$ cat config.mk
export PLATFORM = sky130hd
export DESIGN_NAME = if_fetch_queue
export DESIGN_NICKNAME = d
export VERILOG_FILES = /design/src/rtl/if_fetch_queue.sv
export SDC_FILE = /design/constraint.sdc
export NUM_CORES = 1
export LEC_CHECK = 0
export BUFFER_PORTS_ARGS = -buffer_cell sky130_fd_sc_hd__buf_2
export CAP_MARGIN = 40
export CORE_AREA = 2 2 197 199
export CTS_BUF_LIST = sky130_fd_sc_hd__clkbuf_4 sky130_fd_sc_hd__clkbuf_8
export DETAILED_ROUTE_END_ITERATION = 16
export DIE_AREA = 0 0 199 201
export SLEW_MARGIN = 30
export SYNTH_ARGS = -nofsm -noshare
export SYNTH_HDL_FRONTEND = slang
export SYNTH_SLANG_ARGS = --single-unit
$ cat constraint.sdc
create_clock -name clk -period 9.6 [get_ports clk]
set_input_delay 1.92 -clock clk [delete_from_list [all_inputs] [get_ports clk]]
set_output_delay 1.92 -clock clk [all_outputs]
set_load 0.01 [all_outputs]
$ cat src/rtl/if_fetch_queue.sv
// Instruction-fetch stage: owns the fetch PC, issues in-order imem requests, buffers returns in a FIFO for ID.
// Optional performance counters are enabled with `define FETCH_PERF_CNT_EN.
module if_fetch_queue #(
    parameter int          DEPTH           = 4,
    parameter int          MAX_OUTSTANDING = 2,
    parameter logic [31:0] RESET_PC        = 32'h0000_0000,
    parameter logic [31:0] NOP_INSTR       = 32'h0000_0013
) (
    input  logic        clk,
    input  logic        reset,
    input  logic        pc_src_in,
    input  logic [31:0] pc_branch_in,
    input  logic        stall_in,
    output logic        imem_req_valid,
    input  logic        imem_req_ready,
    output logic [31:0] imem_req_addr,
    input  logic        imem_rsp_valid,
    input  logic [31:0] imem_rsp_data,
    output logic        id_valid,
    output logic [31:0] id_pc,
    output logic [31:0] id_instr
`ifdef FETCH_PERF_CNT_EN
    ,
    output logic [31:0] perf_fetched,
    output logic [31:0] perf_dropped,
    output logic [31:0] perf_stall_cycles
`endif
);

    localparam int AW = (DEPTH > 1) ? $clog2(DEPTH) : 1;
    localparam int OW = $clog2(MAX_OUTSTANDING + 1);
    localparam logic [OW-1:0] MAX_OUT = OW'(MAX_OUTSTANDING);
    localparam logic [31:0]   DEPTH_L = 32'(DEPTH);

    logic          r_active;
    logic [31:0]   r_fetch_pc;
    logic [OW-1:0] r_out;
    logic [OW-1:0] r_drop;
    logic [31:0]   r_tag [DEPTH];
    logic [AW-1:0] r_tag_wr;
    logic [AW-1:0] r_tag_rd;
    logic [31:0]   r_fifo_pc    [DEPTH];
    logic [31:0]   r_fifo_instr [DEPTH];
    logic [AW-1:0] r_wr_ptr;
    logic [AW-1:0] r_rd_ptr;
    logic [AW:0]   r_count;

    logic        w_empty;
    logic        w_issue;
    logic        w_drop_rsp;
    logic        w_push;
    logic        w_pop;
    logic [31:0] w_used;
    logic        w_unused_lsbs;

    assign w_unused_lsbs = &{1'b0, pc_branch_in[1:0]};

    // Credits count FIFO entries plus live in-flight requests; doomed ones do not hold a slot.
    assign w_used  = 32'(r_count) + 32'(r_out) - 32'(r_drop);
    assign w_empty = (r_count == '0);

    assign imem_req_valid = r_active && !pc_src_in && (r_out < MAX_OUT) && (w_used < DEPTH_L);
    assign imem_req_addr  = r_fetch_pc;
    assign w_issue        = imem_req_valid && imem_req_ready;

    assign w_drop_rsp = imem_rsp_valid && (pc_src_in || (r_drop != '0));
    assign w_push     = imem_rsp_valid && !w_drop_rsp;
    assign w_pop      = !w_empty && !stall_in && !pc_src_in;

    assign id_valid = !w_empty;
    assign id_pc    = w_empty ? 32'd0 : r_fifo_pc[r_rd_ptr];
    assign id_instr = w_empty ? NOP_INSTR : r_fifo_instr[r_rd_ptr];

    always_ff @(posedge clk or negedge reset) begin
        if (!reset) begin
            r_active   <= 1'b0;
            r_fetch_pc <= RESET_PC;
            r_out      <= '0;
            r_drop     <= '0;
            r_tag_wr   <= '0;
            r_tag_rd   <= '0;
            r_wr_ptr   <= '0;
            r_rd_ptr   <= '0;
            r_count    <= '0;
        end else begin
            r_active <= 1'b1;

            if (pc_src_in) begin
                r_fetch_pc <= {pc_branch_in[31:2], 2'b00};
            end else if (w_issue) begin
                r_fetch_pc <= r_fetch_pc + 32'd4;
            end

            case ({w_issue, imem_rsp_valid})
                2'b10:   r_out <= r_out + 1'b1;
                2'b01:   r_out <= r_out - 1'b1;
                default: r_out <= r_out;
            endcase

            // Everything still in flight after a redirect belongs to the old path.
            if (pc_src_in) begin
                r_drop <= imem_rsp_valid ? (r_out - 1'b1) : r_out;
            end else if (imem_rsp_valid && (r_drop != '0)) begin
                r_drop <= r_drop - 1'b1;
            end

            if (w_issue) begin
                r_tag_wr <= r_tag_wr + 1'b1;
            end
            if (imem_rsp_valid) begin
                r_tag_rd <= r_tag_rd + 1'b1;
            end

            if (pc_src_in) begin
                r_wr_ptr <= '0;
                r_rd_ptr <= '0;
                r_count  <= '0;
            end else begin
                if (w_push) begin
                    r_wr_ptr <= r_wr_ptr + 1'b1;
                end
                if (w_pop) begin
                    r_rd_ptr <= r_rd_ptr + 1'b1;
                end
                case ({w_push, w_pop})
                    2'b10:   r_count <= r_count + 1'b1;
                    2'b01:   r_count <= r_count - 1'b1;
                    default: r_count <= r_count;
                endcase
            end
        end
    end

    // Storage arrays carry no reset; pointers and count define what is valid.
    always_ff @(posedge clk) begin
        if (w_issue) begin
            r_tag[r_tag_wr] <= r_fetch_pc;
        end
        if (w_push) begin
            r_fifo_pc[r_wr_ptr]    <= r_tag[r_tag_rd];
            r_fifo_instr[r_wr_ptr] <= imem_rsp_data;
        end
    end

`ifdef FETCH_PERF_CNT_EN
    always_ff @(posedge clk or negedge reset) begin
        if (!reset) begin
            perf_fetched      <= 32'd0;
            perf_dropped      <= 32'd0;
            perf_stall_cycles <= 32'd0;
        end else begin
            if (w_push) begin
                perf_fetched <= perf_fetched + 32'd1;
            end
            if (w_drop_rsp) begin
                perf_dropped <= perf_dropped + 32'd1;
            end
            if (id_valid && stall_in) begin
                perf_stall_cycles <= perf_stall_cycles + 32'd1;
            end
        end
    end
`endif

endmodule

==> results.sh, run 1 <==
export IMPL_status="finished clean"
export IMPL_fp_dieW_um=199
export IMPL_r2r_end="r_tag[2][20]"
export IMPL_cts_buffers=68
export IMPL_synth_cells=879
export IMPL_vias=8619
export IMPL_combPwrFrac=0.235
export IMPL_grt_pass1_wl_um=51200
export IMPL_netlist_area_leader_share=0.659
export IMPL_tns_ns=0
export IMPL_cts_resized=0
export IMPL_finalSetupViolations=0
export IMPL_hold_start="r_out[0]"
export IMPL_cts_clk_slew_worst_paths_ns=0.06
export IMPL_power_density_nw_per_um2=253
export IMPL_wl_per_cell_um=19.8
export IMPL_path_cells="buf_4 -> buf_16 -> mux4_2 -> nor2b_1 -> buf_2"
export IMPL_hp_class="reg2reg"
export IMPL_yosysSeqAreaShare=0.727
export IMPL_swShare=0.281
export IMPL_synth_async_sr_flop_share=0.111
export IMPL_final_nets=1174
export IMPL_timing_final_crit_share=0.503
export IMPL_cpPeakStageDelay_ns=0.67
export IMPL_routed_via_density=5.20
export IMPL_n_fill_cell=3142
export IMPL_cts_tree="built"
export IMPL_dp_hpwl_um=19700
export IMPL_synthTopCellsByArea="edfxtp_1, mux4_2, dfrtp_1"
export IMPL_internal_power_uw=3580
export IMPL_drive_gt1_frac=0.373
export IMPL_rows=72
export IMPL_clock_latency_ns=0.60
export IMPL_pwr_share_seq=0.461
export IMPL_power_switching_uw=1400
export IMPL_drtAntennaViolNets=0
export IMPL_dpl_cell_count=1532
export IMPL_crit_required_ns=7.68
export IMPL_period_minus_slack_ns=4.82
export IMPL_antenna_found_initial=0
export IMPL_ir_worst_vdd_mv=0.117
export IMPL_grt_pass1_vias=9006
export IMPL_min_path_cells=1
export IMPL_yosysTopAreaCell="edfxtp_1"
export IMPL_cts_htree_levels=3
export IMPL_syn_area_um2=16800
export IMPL_rsz0062_at_grt="false"
export IMPL_place_congestion=0.754
export IMPL_ys_ff_latch=414
export IMPL_slew_headroom=0.468
export IMPL_final_hold_viol_count=0
export IMPL_ys_types=56
export IMPL_hold_path_end="r_out[0]"
export IMPL_crit_path_max_fanout=27
export IMPL_antenna_cells=0
export IMPL_drtPass1Iterations=5
export IMPL_synth_edff_count=368
export IMPL_ff2ff_path_depth=9
export IMPL_clock_root_buffer="clkbuf_8"
export IMPL_syn_avg_cell_area_um2=19.1
export IMPL_tightest_slew_ns=0.797
export IMPL_reg2reg_slack_ns=5.99
export IMPL_cts_setup_buffers=0
export IMPL_fin_hold_ws_ns=0.562
export IMPL_endpoint_kind="primary output"
export IMPL_track_usage=0.169
export IMPL_hold_buffers=0
export IMPL_synthTopCellsByCount="edfxtp_1, mux4_2, nor2b_1, dfrtp_1, inv_1"
export IMPL_dieArea_um2=40000
export IMPL_layout_cells_non_filler=1656
export IMPL_power_leakage_uw=0.00681
export IMPL_drt_initial_drc_count=436
export IMPL_worst_setup_path_type="reg2out"
export IMPL_io_buffers=161
export IMPL_path_buf_inv=3
export IMPL_drcViolationCount=0
export IMPL_worst_clock_skew_ns=0.0240
export IMPL_grt_overflow=0
export IMPL_r2r_start="r_out[1]"
export IMPL_yosysWarnings=0
export IMPL_io_pins=168
export IMPL_fp_dieH_um=201
export IMPL_p_clk_frac=0.304
export IMPL_initial_utilization=0.440
export IMPL_fmax_mhz=207
export IMPL_drt_total_wl_um=32800
export IMPL_synth_flop_cell="edfxtp_1"
export IMPL_drv_cap=0
export IMPL_synth_most_common_cell="edfxtp_1"
export IMPL_cts_buffer_depth=3
export IMPL_areaGrowthSynthToFinish_pct=17.4
export IMPL_grt_max_degree=66
export IMPL_core_um2=38100
export IMPL_worstPathArrival_ns=2.90
export IMPL_clock_sinks=414
export IMPL_cpMaxStageDelayCell="dfrtp_4"
export IMPL_critPathTopFamily="buffers and inverters"
export IMPL_drv_slew=0
export IMPL_setup_worst_path_start_class="register"
-- state kept, by name, indices dropped and copies added (netlist names) --
signal,cells
r_active,1
r_tag_wr,2
r_tag_rd,2
r_drop,2
r_tag,120
r_count,3
r_out,2
r_wr_ptr,2
r_fifo_pc,120
imem_req_addr,30
r_fifo_instr,128
r_rd_ptr,2
-- cells in the final DEF, fill, tap and decap left out, drive strengths merged, types with 12 or more instances in the layout --
master	instances
mux4	92
nand2	22
nor2	19
a221o	14
mux2	14
inv	30
nand3	20
clkbuf	102
nor2b	60
dfrtp	46
o21ai	12
clkinv	12
buf	182
nor3	16
edfxtp	368
ha	15
mux2i	15
-- worst max path at each step --
stage	from	end	cells after the start	slack [ns]
finish	r_rd_ptr[0]	id_pc[14]	5	4.78
global route	r_rd_ptr[0]	id_pc[25]	5	4.52
CTS	r_rd_ptr[0]	id_pc[25]	5	4.59
detailed placement	pc_src_in	imem_req_valid	6	4.74
global placement	pc_src_in	imem_req_valid	6	4.74
floorplan	imem_rsp_valid	r_fifo_instr[0][0]	3	2.02
-- power groups by stage --
stage / combinational (µW) / clock [µW] / sequential, µW
after floorplan: 851 / 0 / 2250
after global placement: 1160 / 0 / 2330
after detailed placement: 1190 / 0 / 2340
after CTS: 1190 / 1570 / 2300
after global routing: 1300 / 1650 / 2320
final: 1170 / 1510 / 2300
-- stage by stage --
| step | utilization | power, µW | instance area (µm²) | worst slack, ns |
|---|---|---|---|---|
| after floorplan | - | 3110 | 16800 | 2.02 |
| after global placement | 0.476 | 3490 | 18100 | 4.74 |
| after detailed placement | 0.480 | 3530 | 18300 | 4.74 |
| after CTS | 0.515 | 5060 | 19600 | 4.59 |
| after global routing | 0.517 | 5260 | 19700 | 4.52 |
| final | 0.517 | 4980 | 19700 | 4.78 |
-- cell type report --
cell class	count	area (µm²)	area share
flip-flops and latches	414	12200	0.620
well taps	518	648	0.0329
inverters	29	111	0.00565
repair buffers	182	1110	0.0565
clock buffers	102	1210	0.0614
clock inverters	19	149	0.00756
multi-input cells	392	4260	0.216
-- kinds of logic (layout without fill, tap and decap cells) --
kind of cell | after synthesis | count (layout) | share of synthesized area
AOI/OAI and AO/OA | 54 | 54 | 0.0254
muxes | 121 | 121 | 0.142
adders and majority gates | 17 | 17 | 0.0136
DFF | 414 | 414 | 0.727
and+or+nand+nor | 181 | 181 | 0.0630
xor gates and xnor gates | 14 | 14 | 0.00731
buffers and inverters | 76 | 332 | 0.0213
other | 2 | 5 | 0.000448
-- layer usage --
layer | routed length, µm | global-route usage | part of all wire
met5 | 0 | 0 | 0
met4 | 503 | 0.0578 | 0.015
met3 | 1690 | 0.0400 | 0.052
met2 | 15700 | 0.265 | 0.48
met1 | 14900 | 0.233 | 0.46
No activity file was read; power rests on OpenSTA's default activity.
==> inputs of run 2 (changes only) <==
==> constraint.sdc (replaced) <==
create_clock -name clk -period 4.8 [get_ports clk]
set_input_delay 0.96 -clock clk [delete_from_list [all_inputs] [get_ports clk]]
set_output_delay 0.96 -clock clk [all_outputs]
set_load 0.01 [all_outputs]
==> run 2 against run 1 <==
Clock power rose by 91%. Register-to-register slack worse by 4.6 ns. Sequential power up 100%. Power up 97%. Global-route usage barely moved. First-iteration DRC count shrank 5.7%. Wire length decreased by 0.10%. Setup slack got worse by 3.7 ns. Die area did not move. Count of clock-buffer cells in the layout down 5. Clock skew is essentially flat.
==> results.sh, run 2 (synthesis results as in run 1) <==
export IMPL_status="finished clean"
export IMPL_tightest_slew_ns=0.822
export IMPL_clock_root_buffer="clkbuf_8"
export IMPL_ir_worst_vdd_mv=0.234
export IMPL_grt_pass1_vias=9010
export IMPL_place_congestion=0.753
export IMPL_areaGrowthSynthToFinish_pct=16.7
export IMPL_hp_class="in2async"
export IMPL_fp_dieH_um=201
export IMPL_cts_buffer_depth=3
export IMPL_grt_pass1_wl_um=51100
export IMPL_power_density_nw_per_um2=502
export IMPL_io_pins=168
export IMPL_layout_common_cells="edfxtp_1, buf_2, mux4_2"
export IMPL_endpoint_kind="primary output"
export IMPL_final_nets=1174
export IMPL_final_hold_viol_count=0
export IMPL_crit_path_max_fanout=35
export IMPL_cpPeakStageDelay_ns=0.88
export IMPL_pwr_share_seq=0.471
export IMPL_core_um2=38100
export IMPL_dp_hpwl_um=19400
export IMPL_setup_worst_path_start_class="register"
export IMPL_power_uw=9820
export IMPL_track_usage=0.169
export IMPL_power_switching_uw=2800
export IMPL_layout_cells_non_filler=1656
export IMPL_drv_cap=0
export IMPL_largestRegisters="r_fifo_instr x128, r_fifo_pc x120, r_tag x120"
export IMPL_top_register="r_fifo_instr"
export IMPL_swShare=0.285
export IMPL_clock_sinks=414
export IMPL_clock_latency_ns=0.58
export IMPL_timing_final_crit_share=0.781
export IMPL_largest_reg_flops=128
export IMPL_wl_per_cell_um=19.8
export IMPL_vias=8625
export IMPL_drive_gt1_frac=0.364
export IMPL_fmax_mhz=267
export IMPL_routed_via_density=5.21
export IMPL_drtAntennaViolNets=0
export IMPL_crit_required_ns=3.84
export IMPL_period_minus_slack_ns=3.75
export IMPL_hold_buffers=0
export IMPL_antenna_cells=0
export IMPL_drt_initial_drc_count=411
export IMPL_cts_htree_levels=3
export IMPL_worst_clock_skew_ns=0.0239
export IMPL_fp_dieW_um=199
export IMPL_dieArea_um2=40000
export IMPL_cts_resized=0
export IMPL_slew_headroom=0.451
export IMPL_drcViolationCount=0
export IMPL_path_buf_inv=2
export IMPL_cpMaxStageDelayCell="dfrtp_4"
export IMPL_n_fill_cell=3159
export IMPL_initial_utilization=0.440
export IMPL_rsz0062_at_grt="false"
export IMPL_cts_buffers=69
export IMPL_final_common_cell="edfxtp_1"
export IMPL_antenna_found_initial=0
export IMPL_combPwrFrac=0.235
export IMPL_critical_path_cell_count=4
export IMPL_finalSetupViolations=0
export IMPL_drt_total_wl_um=32700
export IMPL_critPathTopFamily="flip-flops"
export IMPL_drv_slew=0
export IMPL_worst_setup_path_type="reg2out"
export IMPL_worstPathArrival_ns=2.79
export IMPL_power_leakage_uw=0.00677
export IMPL_drtPass1Iterations=4
export IMPL_io_buffers=161
export IMPL_cts_setup_buffers=0
export IMPL_ff2ff_path_depth=10
export IMPL_dpl_cell_count=1533
export IMPL_cts_tree="built"
export IMPL_cts_clk_slew_worst_paths_ns=0.06
export IMPL_path_cells="buf_4 -> mux4_2 -> nor2b_1 -> buf_2"
export IMPL_grt_max_degree=66
export IMPL_fin_hold_ws_ns=0.339
export IMPL_internal_power_uw=7020
export IMPL_grt_overflow=0
export IMPL_rows=72
export IMPL_p_clk_frac=0.294
## run 2: layer usage
layer / GRT usage / share of wire
met5: 0 / 0
met4: 0.0458 / 0.013
met3: 0.0449 / 0.061
met2: 0.264 / 0.48
met1: 0.235 / 0.45
## run 2: cell type report
cell class	instances	area, µm²	area share
Clock inverter	25	115	0.00588
Clock buffer	97	1180	0.0605
Timing Repair Buffer	181	1050	0.0537
Sequential cell	414	12200	0.624
Inverter	29	111	0.00569
Multi-Input combinational cell	392	4260	0.217
Tap cell	518	648	0.0331
## run 2: power by group through the flow
| stage | clock network, µW | registers [µW] | logic, µW |
|---|---|---|---|
| after floorplan | 0 | 4510 | 1700 |
| after global placement | 0 | 4700 | 2290 |
| after detailed placement | 0 | 4710 | 2330 |
| after CTS | 3000 | 4640 | 2340 |
| after global routing | 3160 | 4670 | 2540 |
| final | 2890 | 4620 | 2310 |
## run 2: per-stage QoR
stage | setup WS [ns] | TNS (ns) | util | area (µm²)
final | 1.05 | 0 | 0.514 | 19600
after global routing | 0.815 | 0 | 0.514 | 19600
after CTS | 0.895 | 0 | 0.513 | 19600
after detailed placement | 1.41 | 0 | 0.479 | 18300
after global placement | 1.45 | 0 | 0.478 | 18200
after floorplan | -1.82 | -449.00 | - | 16800
## run 2: final timing paths
path                             start                 to  slack [ns]
hold reg to reg               r_out[0]           r_out[0]        0.55
max in group asynchronous        reset        r_rd_ptr[0]        3.65
min in group clk              r_out[0]           r_out[0]        0.55
setup reg to reg              r_out[1]  imem_req_addr[24]        1.42
hold / removal                   reset  imem_req_addr[15]        0.34
setup / recovery           r_rd_ptr[0]       id_instr[11]        1.05
